==> config.mk <==
export PLATFORM = sky130hd
export DESIGN_NAME = bus_uart_tx
export DESIGN_NICKNAME = d
export VERILOG_FILES = /design/src/rtl/bus_uart_tx.sv
export SDC_FILE = /design/constraint.sdc
export NUM_CORES = 1
export LEC_CHECK = 0
export CORE_ASPECT_RATIO = 1.4
export CORE_UTILIZATION = 51
export DETAILED_ROUTE_END_ITERATION = 6
export PLACE_DENSITY = 0.84
export SLEW_MARGIN = 20
export SYNTH_ARGS = -nofsm -noshare
export SYNTH_HDL_FRONTEND = slang
export SYNTH_SLANG_ARGS = --single-unit
==> constraint.sdc <==
create_clock -name clk -period 3.12 [get_ports clk]
set_clock_uncertainty 0.15 [all_clocks]
set_input_delay 0.624 -clock clk [delete_from_list [all_inputs] [get_ports clk]]
set_output_delay 0.624 -clock clk [all_outputs]
set_load 0.005 [all_outputs]
==> src/rtl/bus_uart_tx.sv <==
// bus_uart_tx
// -----------------------------------------------------------------------------
// Memory-mapped UART transmitter that acts as a bus slave. The core pushes bytes
// into a small circular FIFO through the DATA register and polls STATUS. Queued
// bytes are sent on datao as 8N1 frames, LSB first, with the line idling high.
//
// Register map (word index = busaddr[3:2]):
//   0 DATA   : write pushes buswdata[7:0]; reads return 0
//   1 STATUS : bit0 full, bit1 empty, bit2 busy, bit3 overflow (sticky),
//              bits [8 +: log2(FIFODEPTH)+1] FIFO count; writing bit3=1 clears
//              overflow
//   2, 3     : read 0, writes ignored
//
// Ports:
//   clk       : clock, all state changes on the rising edge
//   rst       : synchronous active-high reset
//   busaddr   : slave address (only [3:2] decoded)
//   buswdata  : write data
//   buswrite  : write strobe
//   busrdata  : combinational read data
//   datao     : registered serial output
// -----------------------------------------------------------------------------
module bus_uart_tx #(
    parameter int CLKDIV    = 4,
    parameter int FIFODEPTH = 8
) (
    input  logic        clk,
    input  logic        rst,
    input  logic [31:0] busaddr,
    input  logic [31:0] buswdata,
    input  logic        buswrite,
    output logic [31:0] busrdata,
    output logic        datao
);

    localparam int AW = $clog2(FIFODEPTH);
    localparam int CW = AW + 1;
    localparam int BW = $clog2(CLKDIV);
    localparam logic [BW-1:0] BAUD_RELOAD = BW'(CLKDIV - 1);

    typedef enum logic [1:0] {
        ST_IDLE,
        ST_START,
        ST_DATA,
        ST_STOP
    } state_t;

    // FIFO storage and bookkeeping
    logic [7:0]    r_mem [FIFODEPTH];
    logic [AW-1:0] r_wptr;
    logic [AW-1:0] r_rptr;
    logic [CW-1:0] r_count;
    logic          r_ovf;

    // Transmit FSM state and datapath
    state_t        r_state;
    state_t        w_state_next;
    logic          r_datao;
    logic          w_datao_next;
    logic [BW-1:0] r_baud;
    logic [BW-1:0] w_baud_next;
    logic [2:0]    r_bitcnt;
    logic [2:0]    w_bitcnt_next;
    logic [7:0]    r_shift;
    logic [7:0]    w_shift_next;
    logic          w_pop;

    // Bus decode
    logic [1:0]    w_word;
    logic          w_push_req;
    logic          w_ovf_clr;
    logic          w_full;
    logic          w_empty;
    logic          w_push_ok;
    logic          w_drop;
    logic [7:0]    w_head;

    assign w_word     = busaddr[3:2];
    assign w_push_req = buswrite && (w_word == 2'd0);
    assign w_ovf_clr  = buswrite && (w_word == 2'd1) && buswdata[3];
    assign w_full     = (r_count == CW'(FIFODEPTH));
    assign w_empty    = (r_count == '0);
    // A pop on the same edge frees the slot the push needs, so a full FIFO
    // still accepts the byte in that case.
    assign w_push_ok  = w_push_req && (!w_full || w_pop);
    assign w_drop     = w_push_req && w_full && !w_pop;
    assign w_head     = r_mem[r_rptr];

    // ---------------------------------------------------------------- FIFO
    always_ff @(posedge clk) begin
        if (!rst && w_push_ok) begin
            r_mem[r_wptr] <= buswdata[7:0];
        end
    end

    always_ff @(posedge clk) begin
        if (rst) begin
            r_wptr  <= '0;
            r_rptr  <= '0;
            r_count <= '0;
            r_ovf   <= 1'b0;
        end else begin
            if (w_push_ok) begin
                r_wptr <= r_wptr + AW'(1);
            end
            if (w_pop) begin
                r_rptr <= r_rptr + AW'(1);
            end
            case ({w_push_ok, w_pop})
                2'b10:   r_count <= r_count + CW'(1);
                2'b01:   r_count <= r_count - CW'(1);
                default: r_count <= r_count;
            endcase
            // A dropped push outranks a simultaneous clear request.
            if (w_drop) begin
                r_ovf <= 1'b1;
            end else if (w_ovf_clr) begin
                r_ovf <= 1'b0;
            end
        end
    end

    // ------------------------------------------------------- transmit FSM
    always_ff @(posedge clk) begin
        if (rst) begin
            r_state  <= ST_IDLE;
            r_datao  <= 1'b1;
            r_baud   <= '0;
            r_bitcnt <= '0;
            r_shift  <= '0;
        end else begin
            r_state  <= w_state_next;
            r_datao  <= w_datao_next;
            r_baud   <= w_baud_next;
            r_bitcnt <= w_bitcnt_next;
            r_shift  <= w_shift_next;
        end
    end

    always_comb begin
        w_state_next  = r_state;
        w_datao_next  = r_datao;
        w_baud_next   = r_baud;
        w_bitcnt_next = r_bitcnt;
        w_shift_next  = r_shift;
        w_pop         = 1'b0;

        case (r_state)
            ST_IDLE: begin
                w_datao_next = 1'b1;
                if (!w_empty) begin
                    w_pop        = 1'b1;
                    w_shift_next = w_head;
                    w_datao_next = 1'b0;
                    w_baud_next  = BAUD_RELOAD;
                    w_state_next = ST_START;
                end
            end
            ST_START: begin
                if (r_baud == '0) begin
                    w_datao_next  = r_shift[0];
                    w_bitcnt_next = 3'd0;
                    w_baud_next   = BAUD_RELOAD;
                    w_state_next  = ST_DATA;
                end else begin
                    w_baud_next = r_baud - BW'(1);
                end
            end
            ST_DATA: begin
                if (r_baud == '0) begin
                    w_baud_next = BAUD_RELOAD;
                    if (r_bitcnt == 3'd7) begin
                        w_datao_next = 1'b1;
                        w_state_next = ST_STOP;
                    end else begin
                        // Next bit is shift[1] before the shift takes effect.
                        w_shift_next  = {1'b0, r_shift[7:1]};
                        w_datao_next  = r_shift[1];
                        w_bitcnt_next = r_bitcnt + 3'd1;
                    end
                end else begin
                    w_baud_next = r_baud - BW'(1);
                end
            end
            ST_STOP: begin
                if (r_baud == '0) begin
                    if (!w_empty) begin
                        // Chain straight into the next frame with no idle gap.
                        w_pop        = 1'b1;
                        w_shift_next = w_head;
                        w_datao_next = 1'b0;
                        w_baud_next  = BAUD_RELOAD;
                        w_state_next = ST_START;
                    end else begin
                        w_state_next = ST_IDLE;
                    end
                end else begin
                    w_baud_next = r_baud - BW'(1);
                end
            end
            default: begin
                w_state_next = ST_IDLE;
                w_datao_next = 1'b1;
            end
        endcase
    end

    // ---------------------------------------------------------- read path
    always_comb begin
        busrdata = '0;
        if (w_word == 2'd1) begin
            busrdata[0]      = w_full;
            busrdata[1]      = w_empty;
            busrdata[2]      = (r_state != ST_IDLE);
            busrdata[3]      = r_ovf;
            busrdata[8 +: CW] = r_count;
        end
    end

    assign datao = r_datao;

endmodule

Yosys cells after proc, flatten, opt, wreduce, memory -nomap -nowiden --
Memories as Yosys holds them, arrays and structs flattened. A register that Yosys moved wholly into a read port is not among the register bits. Cells that the tools add are included.
Word-level totals: memories 1, register bits after elaboration 27, RAM bits 64, input bits 67
Memory list:
- r_mem | depth 8, width 8, rd ports 1, clocked after memory_dff 1, write ports 1, line 49 | logic [7:0] r_mem [FIFODEPTH];
Operators by class: multiplexer cells 39, reduce and logical (&&, ||, !) cells 25, add/subtract/negate cells 6, equal/unequal tests 15
Operators with widths (count):
- 2-to-1 mux 8 bit | 4
- case mux 8 bit (3 select lines) | 1
- 2-to-1 mux 2 bit | 8
- 2-to-1 mux 3 bit | 5
- != test 2 bit (second input constant) | 7
- 2-to-1 mux 1 bit | 13
- AND reduction 4 bit | 3
- adder 3 x 1 -> 3 bit (second input constant) | 3
- 2-to-1 mux 4 bit | 2
- case mux 2 bit (4 select lines) | 1
- case mux 4 bit (2 select lines) | 1
- nonzero test 2 bit | 4
- logical AND 1 bit | 7
- equality test 2 x 1 -> 1 bit (second input constant) | 3
- equality test 2 bit (second input constant) | 3
- zero test 2 bit | 3
- case mux 2 bit (3 select lines) | 1
- case mux 3 bit (2 select lines) | 1
- AND reduction 5 bit | 1
- adder 4 x 1 -> 4 bit (second input constant) | 1
- equality test 4 bit (second input constant) | 1
- zero test 4 bit | 1
- case mux 1 bit (4 select lines) | 1
- subtractor 4 x 1 -> 4 bit (second input constant) | 1
- other kinds (7) | 9

Longest topological paths before layout --
Gate-level depths: netlist of the first run.
depth in word-level cells 9, mapped depth 13, gate-level depth less buffers 12

Worst setup path before layout of the first run --
OpenSTA, ideal clock, no wires.
path kind register to register, start point register r_state[0], end point memory r_mem[0][0] (enable), data arrival time 2.341 ns, data required time 2.575 ns, setup slack 0.234 ns, period minus slack after synthesis 2.886 ns, buffers on the path 0, stages on the path, launching flop included 7, setup time 0.395 ns, cells stage by stage dfxtp_1 > inv_1 > ha_1 > inv_1 > a21oi_4 > or3_2 > nor4_1
Between the ends: longest elaborated chain between the ends 7, elaborated cells between the ends (all ways) 8
Ends and longest elaborated chain:
- start, declared | line 56 | state_t r_state;
- start signal, assigned | line 132 | r_state <= w_state_next;
- equality test 2 bit or zero test 2 bit (tied branches) | line 148 | case (r_state)
- case mux 1 bit (2 select lines) * | line 148
- logical OR 1 bit * | line 85 | assign w_push_ok = w_push_req && (!w_full || w_pop);
- logical AND 1 bit * | line 85
- logical AND 1 bit * | line 91 | if (!rst && w_push_ok) begin
- 2-to-1 mux 1 bit * | line 91
- 2-to-1 mux 1 bit (not written as such) * | line 92 | r_mem[r_wptr] <= buswdata[7:0];
- end, declared | line 49
Every way passes the cells marked *; elsewhere a longest branch is shown, timed or not.

Worst setup path after layout of the first run --
start point register r_count[2], end point register r_count[2]
Between the ends: longest elaborated chain between the ends 8, elaborated cells between the ends (all ways) 14
Ends and longest elaborated chain:
- start, declared | line 52 | logic [CW-1:0] r_count;
- start signal, assigned | line 110 | 2'b10: r_count <= r_count + CW'(1);
- start signal, assigned | line 111 | 2'b01: r_count <= r_count - CW'(1);
- start signal, assigned | line 112 | default: r_count <= r_count;
- zero test 4 bit | line 82 | assign w_empty = (r_count == '0);
- 2-to-1 mux 1 bit | line 151, 187
- 2-to-1 mux 1 bit | line 186 | if (r_baud == '0) begin
- case mux 1 bit (2 select lines) | line 148
- logical OR 1 bit | line 85
- logical AND 1 bit | line 85
- equality test 2 x 1 -> 1 bit or equality test 2 bit (tied branches) | line 109 | case ({w_push_ok, w_pop})
- case mux 4 bit (2 select lines) or nonzero test 2 bit (tied branches)
Parallel ways exist; a longest one is shown, timed or not. A chain may end at the register's enable or synchronous reset.

==> impl_metrics.yaml, run 1 <==
timing:
  fin_ws_ns: 0.162
  worst_pin_slew_ns: 0.706
  slew_violations: 0
  period_needed_ns: 2.96
  finalHoldViolations: 0
  setup_violations: 0
  fin_tns_setup_ns: 0
  fmax_ghz: 0.338
  rsz0062_at_grt: "false"
  slew_headroom_pct: 52.5
  post-route-period-util_pct: 94.8
floorplan:
  fp.dieH_um: 113
  core_um2: 8510
  initial_core_util_pct: 52.4
  rows: 40
  die_x_um: 81.0
  ios: 100
  dieArea_um2: 9120
layout:
  num_antenna_cells: 0
  final_cells: 467
  fin_util_pct: 58.7
  nets: 438
  n_fill_cell: 652
  area_growth_pct: 12.0
  layout-drive-gt1-share_pct: 15.2
route:
  vias: 2651
  drc: 0
  highest_layer: "met4"
  drt_pass1_iterations: 5
  wl_met3_um: 293
  detail-route-antenna-nets: 0
  wl_per_cell_um: 16.8
  routed_via_density: 5.68
  wl_met2_mm: 4.34
  wl_met1_mm: 3.06
  finalWirelength_mm: 7.85
  drt-initial-drc-count: 237
global_route:
  grt_max_degree: 30
  grt_overflow: 0
  antenna_found_initial: 0
  grt_util_all_layers_pct: 19.2
  grt_pass1_vias: 2569
  grt_pass1_wl_mm: 12.7
yosys:
  ys_types: 55
  synth_top_cell_by_area: "edfxtp_1"
  yosysWarnings: 0
  synth_edf_count: 64
  synthTopCellsByArea: "edfxtp_1 (43%), dfxtp_1 (13%), mux4_1 (5.9%)"
  synth-seq-cells: 94
  ys_seq_area_share_pct: 56.6
  synth.avg_cell_area_um2: 13.6
  synth_common_cells: "edfxtp_1 (64), dfxtp_1 (30), buf_4 (24), nor2_1 (21), a21oi_1 (19)"
  netlist.area_leader.share_pct: 43.1
  synth.most_common_cell: "edfxtp_1"
  ys_async_sr_fraction_pct: 0
  synth_flop_cell: "edfxtp_1"
  syn-instance-count: 327
  syn_area_um2: 4460
clocking:
  path_clk_slew_ns: 0.06
  clock_path_buffers: 2
  hold_buffers: 0
  cts_tree: "built"
  root_buffer: "clkbuf_16"
  cts_buffers: 9
  clk_latency_ns: 0.34
  cts_resized: 0
  htree_levels: 3
  cts_setup_buffers: 0
  cts_sinks: 94
worst_setup_path:
  path_cells: "or4b_2, a21o_1, nand2_1, ha_1, xor2_1, ha_1, a21oi_1, xor2_1, or3_1, a21oi_1"
  slowest_delay_ns: 0.73
  critPathMaxFanout: 9
  cp.arrival_ns: 3.08
  worstSetupStartpointType: "flop"
  critPathKind: "flop to flop"
  cp_slowest_cell: "or4b_2"
  reg2reg_slack_ns: 0.16
  end_kind: "flop"
  crit_buf_inv: 0
  cpLargestDelayFamily: "simple AND/OR/NAND/NOR gates"
  cp.required_ns: 3.24
placement:
  gp_congestion: 0.771
  dp.cells: 452
  place_hpwl_mm: 5.41
  post-place-ws_ns: 0.0241
  io_buffers: 21
hold_path:
  hold_path_class: "flop to flop"
power:
  ir_worst_vdd_mv: 0.492
  power_density_nw_per_um2: 787
  leakagePower_nw: 1.73
flow_run:
  maxCapViolCount: 0
run_status:
  outcome: "finished, final reports clean"
==> power by group <==
part	leakage [nW]	internal, mW	switching, mW
Clock	0.136	0.614	0.416
Combinational	0.770	0.625	0.726
Sequential	0.820	1.45	0.102
Total	1.73	2.68	1.24
==> path summary, 6_finish.rpt <==
kind               startpoint     endpoint  cells past startpoint
setup / recovery   r_count[2]   r_count[2]                     10
hold reg to reg   r_bitcnt[2]  r_bitcnt[2]                      2
hold / removal    r_bitcnt[2]  r_bitcnt[2]                      2
setup reg to reg   r_count[2]   r_count[2]                     10
==> layer usage <==
metal | track usage, % | up-vias
met4 | 7.74 | 0
li1 | - | 1265
met2 | 33.7 | 82
met5 | 0 | -
met3 | 4.80 | 12
met1 | 21.9 | 1292
==> worst register-to-register path, stage by stage, from the launching register on <==
cell and delay (ns):
dfxtp_1 0.38, or4b_2 0.73, a21o_1 0.23, nand2_1 0.11, ha_1 0.28, xor2_1 0.19
ha_1 0.18, a21oi_1 0.05, xor2_1 0.15, or3_1 0.32, a21oi_1 0.14
==> flip-flops by register name, indices dropped and copies added, names as in the netlist, named ones only <==
| signal | count |
|---|---|
| r_bitcnt | 3 |
| r_ovf | 1 |
| r_shift | 8 |
| datao | 1 |
| r_mem | 64 |
| r_count | 4 |
| r_baud | 2 |
| r_wptr | 3 |
| r_rptr | 3 |
| r_state | 2 |
==> cells by family (layout without fill, tap and decap cells) <==
group                      Yosys count  in the layout  synth area share, %
and+or+nand+nor                     74             74                 9.15
DFF                                 94             94                 56.6
xor gates and xnor gates             5              5                 1.15
buffers and inverters               49             61                 7.47
adders and majority gates           13             13                 3.65
AOI/OAI and AO/OA                   62             62                 9.83
muxes                               29             29                 12.1
other                                1             24               0.0841
==> cell type report <==
type,instances,area [um2],share of cell area (%)
clock buffer,11,233,4.66
clock inverter,4,48.8,0.978
inverter,8,30.0,0.602
multi-input combinational,207,1690,33.8
sequential,94,2520,50.5
tap,105,131,2.63
timing repair buffer,38,338,6.77
==> cells in the final DEF (no fill, tap or decap), types with 2 or more instances in the layout <==
master,n
and2_1,6
nand3b_1,2
nand2_1,7
o21ai_0,15
clkdlybuf4s50_1,21
nor2b_1,4
mux4_2,6
a211o_1,2
dfxtp_1,30
or4_1,2
a2111oi_0,2
nor2_1,21
nand4_1,3
nor3_1,6
a21o_1,2
nor4_1,3
a21oi_1,19
mux2_2,8
edfxtp_1,64
clkbuf_1,2
nand2b_1,11
clkbuf_16,9
nand3_1,2
ha_1,13
conb_1,24
mux4_1,10
xor2_1,4
a21boi_0,2
inv_1,7
mux2i_1,5
buf_4,17
o2111ai_1,7
==> through the flow <==
stage	hold slack, ns	instance area [um2]	total power [mW]
2_1_floorplan	0.286	4540	2.66
3_3_place_gp	0.294	4710	2.84
3_5_place_dp	0.304	4710	2.90
4_1_cts	0.313	4990	3.94
5_1_grt	0.334	4990	4.16
6_report	0.309	4990	3.93
Power figures use the tool's default switching activity.
==> run 2: changes to the inputs <==
CORE_MARGIN = 10   (was default)
PLACE_DENSITY = 0.8   (was 0.84)
==> run 2 against run 1 <==
Against the previous run:
- routed wire length rose by 5.2%
- sequential share of layout area did not move
- critical endpoint unchanged
- die area rose by 42%
- clock power barely moved
- first-iteration DRC count rose by 9.3%
==> impl_metrics.yaml, run 2 (synthesized netlist as in run 1, its figures left out) <==
floorplan:
  ios: 100
  core_um2: 8560
  die_x_um: 99.0
  rows: 40
  dieArea_um2: 12900
  initial_core_util_pct: 52.1
  fp.dieH_um: 131
power:
  power_frac_comb_pct: 34.2
  leakagePower_nw: 1.73
  power_frac_clock_pct: 26.4
  power.total_mw: 3.92
  seqPwrFrac_pct: 39.5
  p_int_mw: 2.67
  power_density_nw_per_um2: 786
  swShare_pct: 31.9
  switching_power_mw: 1.25
  ir_worst_vdd_mv: 0.416
layout:
  final_common_cell: "edfxtp_1"
  final_area_um2: 4990
  final_cells: 467
  regMostFlops: "r_mem"
  area_growth_pct: 12.0
  layout-drive-gt1-share_pct: 14.6
  largest_register_ffs: 64
  num_antenna_cells: 0
  nets: 437
  fin_util_pct: 58.3
  mostFrequentLayoutCells: "edfxtp_1 (64), dfxtp_1 (30), conb_1 (24)"
  top_regs: "r_mem x64, r_shift x8, r_count x4"
clocking:
  htree_levels: 3
  path_clk_slew_ns: 0.07
  cts_setup_buffers: 0
  cts_tree: "built"
  cts_sinks: 94
  cts_buffers: 9
  clock_path_buffers: 2
  root_buffer: "clkbuf_16"
  hold_buffers: 0
  cts_resized: 0
  clk_latency_ns: 0.34
route:
  drt_pass1_iterations: 5
  finalWirelength_mm: 8.26
  wl_per_cell_um: 17.7
  detail-route-antenna-nets: 0
  routed_via_density: 5.65
  drc: 0
  drt-initial-drc-count: 259
  vias: 2640
global_route:
  grt_max_degree: 30
  grt_overflow: 0
  grt_pass1_vias: 2726
  antenna_found_initial: 0
  grt_util_all_layers_pct: 13.2
  grt_pass1_wl_mm: 13.5
timing:
  slew_headroom_pct: 46.4
  whs_ns: 0.307
  period_needed_ns: 2.91
  slew_violations: 0
  setup_violations: 0
  fin_tns_setup_ns: 0
  finalHoldViolations: 0
  post-route-period-util_pct: 93.4
  worst_pin_slew_ns: 0.805
  rsz0062_at_grt: "false"
  fin_ws_ns: 0.205
  fmax_ghz: 0.343
hold_path:
  min_path_cells: 2
  hold_path_class: "flop to flop"
worst_setup_path:
  rr_worst_depth: 12
  cp.arrival_ns: 3.03
  worstSetupStartpointType: "flop"
  critPathKind: "flop to flop"
  critPathMaxFanout: 6
  cp.required_ns: 3.24
  end_kind: "flop"
placement:
  place_hpwl_mm: 5.79
  post-place-ws_ns: 0.0928
  io_buffers: 21
  dp.cells: 451
  gp_congestion: 0.768
  placed_cell_area_um2: 4700
flow_run:
  maxCapViolCount: 0
run_status:
  outcome: "finished, final reports clean"
-- run 2: changes by cell type in the layout (fill, tap and decap cells not counted), sizes merged --
cell | previous run | this run
buf | 17 | 16
bufinv | 1 | 0
clkbuf | 11 | 13
clkinv | 2 | 3
clkinvlp | 1 | 0
-- run 2: final timing paths --
kind                       to  slack, ns        start
setup reg to reg   r_count[2]       0.21   r_state[0]
hold reg to reg   r_bitcnt[2]       0.31  r_bitcnt[2]
hold / removal    r_bitcnt[2]       0.31  r_bitcnt[2]
setup / recovery   r_count[2]       0.21   r_state[0]
-- run 2: critical path, stage by stage (launching register included) --
cell and delay, ns:
dfxtp_1 0.42, inv_1 0.09, ha_1 0.39, inv_1 0.22, a21o_1 0.19, nand2_1 0.09
ha_1 0.26, xor2_1 0.17, ha_1 0.18, a21oi_1 0.14, xor2_1 0.09, or3_1 0.31
a21oi_1 0.13
-- run 2: final cells by class --
class	count	area, um2
Inverter	8	30.0
Timing Repair Buffer	37	330
Tap cell	105	131
Sequential cell	94	2520
Clock buffer	13	272
Fill cell	659	3570
Multi-Input combinational cell	207	1690
Clock inverter	3	17.5
-- run 2: per-layer routing --
layer / GRT usage, % / share of wire, % / wire length (um)
met3: 3.89 / 5.8 / 475
met4: 6.93 / 1.6 / 129
met2: 23.4 / 55 / 4560
met1: 13.8 / 37 / 3090
met5: 0 / 0 / 0
-- run 2: power by group through the flow --
stage               registers [mW]  logic, mW  clock network, mW
floorplan                     1.53       1.13                  0
global placement              1.57       1.28                  0
detailed placement            1.57       1.33                  0
CTS                           1.55       1.35               1.05
global route                  1.57       1.49               1.10
finish                        1.55       1.34               1.04
==> run 3: changes to the inputs <==
CORE_MARGIN = 4   (was 10)
==> run 3 against run 2 <==
Against the previous run:
- clock power up 5%
- first-iteration DRC count down 40%
- worst hold slack better by 0.0024 ns
- core utilization up 0.31 points
- cell area up 0.53%
- die area down 20%
==> impl_metrics.yaml, run 3 (synthesized netlist as in run 1, its figures left out) <==
route:
  drc: 0
  detail-route-antenna-nets: 0
  wl_per_cell_um: 17.8
  drt_pass1_iterations: 4
  vias: 2676
  finalWirelength_mm: 8.35
  drt-initial-drc-count: 155
  routed_via_density: 5.71
clocking:
  clock_path_buffers: 2
  path_clk_slew_ns: 0.07
  htree_levels: 3
  cts_buffers: 9
  hold_buffers: 0
  cts_tree: "built"
  cts_sinks: 94
  root_buffer: "clkbuf_16"
  cts_setup_buffers: 0
  cts_resized: 0
  clk_latency_ns: 0.34
layout:
  mostFrequentLayoutCells: "edfxtp_1 (64), dfxtp_1 (30), conb_1 (24)"
  nets: 439
  regMostFlops: "r_mem"
  n_fill_cell: 653
  area_growth_pct: 12.6
  layout-drive-gt1-share_pct: 15.7
  top_regs: "r_mem x64, r_shift x8, r_count x4"
  regArea_um2: 2520
  largest_register_ffs: 64
  final_common_cell: "edfxtp_1"
  final_cells: 469
  multi_input_area_um2: 1690
  final_area_um2: 5020
  num_antenna_cells: 0
hold_path:
  hold_path_class: "flop to flop"
  min_path_cells: 2
power:
  swShare_pct: 32.3
  switching_power_mw: 1.29
  power.total_mw: 4.00
  power_density_nw_per_um2: 796
  power_frac_comb_pct: 34.1
  power_frac_clock_pct: 27.2
  p_int_mw: 2.71
  seqPwrFrac_pct: 38.7
  leakagePower_nw: 1.73
  ir_worst_vdd_mv: 0.443
worst_setup_path:
  end_kind: "flop"
  reg2reg_slack_ns: 0.18
  cp.arrival_ns: 3.06
  cp-startpoint: "r_count[2]"
  r2r-start: "r_count[2]"
  cp.required_ns: 3.24
  critPathMaxFanout: 9
  r2r-end: "r_count[2]"
  endpoint: "r_count[2]"
  rr_worst_depth: 10
  critPathKind: "flop to flop"
  worstSetupStartpointType: "flop"
run_status:
  outcome: "finished, final reports clean"
timing:
  fmax_ghz: 0.340
  post-route-period-util_pct: 94.3
  setup_violations: 0
  finalHoldViolations: 0
  slew_headroom_pct: 48.5
  period_needed_ns: 2.94
  rsz0062_at_grt: "false"
  whs_ns: 0.310
  worst_pin_slew_ns: 0.772
  fin_tns_setup_ns: 0
  slew_violations: 0
placement:
  gp_congestion: 0.764
  dp.cells: 453
  io_buffers: 21
  placed_cell_area_um2: 4720
  place_hpwl_mm: 5.62
floorplan:
  initial_core_util_pct: 52.1
  fp.dieH_um: 119
  ios: 100
  core_um2: 8560
  dieArea_um2: 10300
  rows: 40
  die_x_um: 87.0
global_route:
  antenna_found_initial: 0
  grt_util_all_layers_pct: 16.8
  grt_max_degree: 30
  grt_pass1_wl_mm: 13.0
  grt_overflow: 0
  grt_pass1_vias: 2532
flow_run:
  maxCapViolCount: 0
[run 3: cell count changes in the layout (fill, tap and decap cells not counted), sizes merged]
cell,before,now
inv,8,9
buf,16,18
clkinvlp,0,2
clkinv,3,2
clkbuf,13,10
bufinv,0,1
[run 3: critical path, stage by stage, from the launching register on]
cell and delay [ns]:
dfxtp_1 0.39, or4b_2 0.73, a21o_1 0.22, nand2_1 0.11, ha_1 0.28, xor2_1 0.18, ha_1 0.16, a21oi_1 0.05
xor2_1 0.15, or3_1 0.31, a21oi_1 0.14
[run 3: area by class of cell]
type                            count  area share (%)
Sequential cell                    94            50.3
Multi-Input combinational cell    207            33.6
Timing Repair Buffer               39            6.88
Clock buffer                       10            4.56
Tap cell                          105            2.62
Clock inverter                      6            1.42
Inverter                            8           0.599
[run 3: worst min-delay path by stage]
stage                      startpoint           to  slack, ns
final                     r_bitcnt[2]  r_bitcnt[2]       0.31
after global routing      r_bitcnt[1]  r_bitcnt[1]       0.33
after CTS                 r_bitcnt[1]  r_bitcnt[1]       0.32
after detailed placement  r_bitcnt[1]  r_bitcnt[1]       0.31
after global placement    r_bitcnt[1]  r_bitcnt[1]       0.29
after floorplan           r_bitcnt[1]  r_bitcnt[1]       0.29
[run 3: power by group through the flow]
stage	sequential [mW]	combinational (mW)	clock (mW)
2_1_floorplan	1.53	1.13	0
3_3_place_gp	1.56	1.30	0
3_5_place_dp	1.57	1.35	0
4_1_cts	1.54	1.37	1.10
5_1_grt	1.56	1.49	1.16
6_report	1.55	1.36	1.09
[run 3: per-layer routing]
| metal | part of all wire [%] | vias up | global-route usage [%] |
|---|---|---|---|
| met5 | 0 | - | 0 |
| met2 | 56 | 65 | 30.1 |
| li1 | - | 1265 | - |
| met4 | 1.6 | 0 | 7.12 |
| met3 | 4.1 | 13 | 4.18 |
| met1 | 38 | 1333 | 18.3 |
[run 3: stage by stage]
| step | worst slack [ns] | utilization, % |
|---|---|---|
| 6_report | 0.178 | 58.6 |
| 5_1_grt | 0.0212 | 58.6 |
| 4_1_cts | 0.183 | 58.6 |
| 3_5_place_dp | 0.0734 | 55.1 |
| 3_3_place_gp | 0.127 | 55.1 |
| 2_1_floorplan | 0.234 | - |
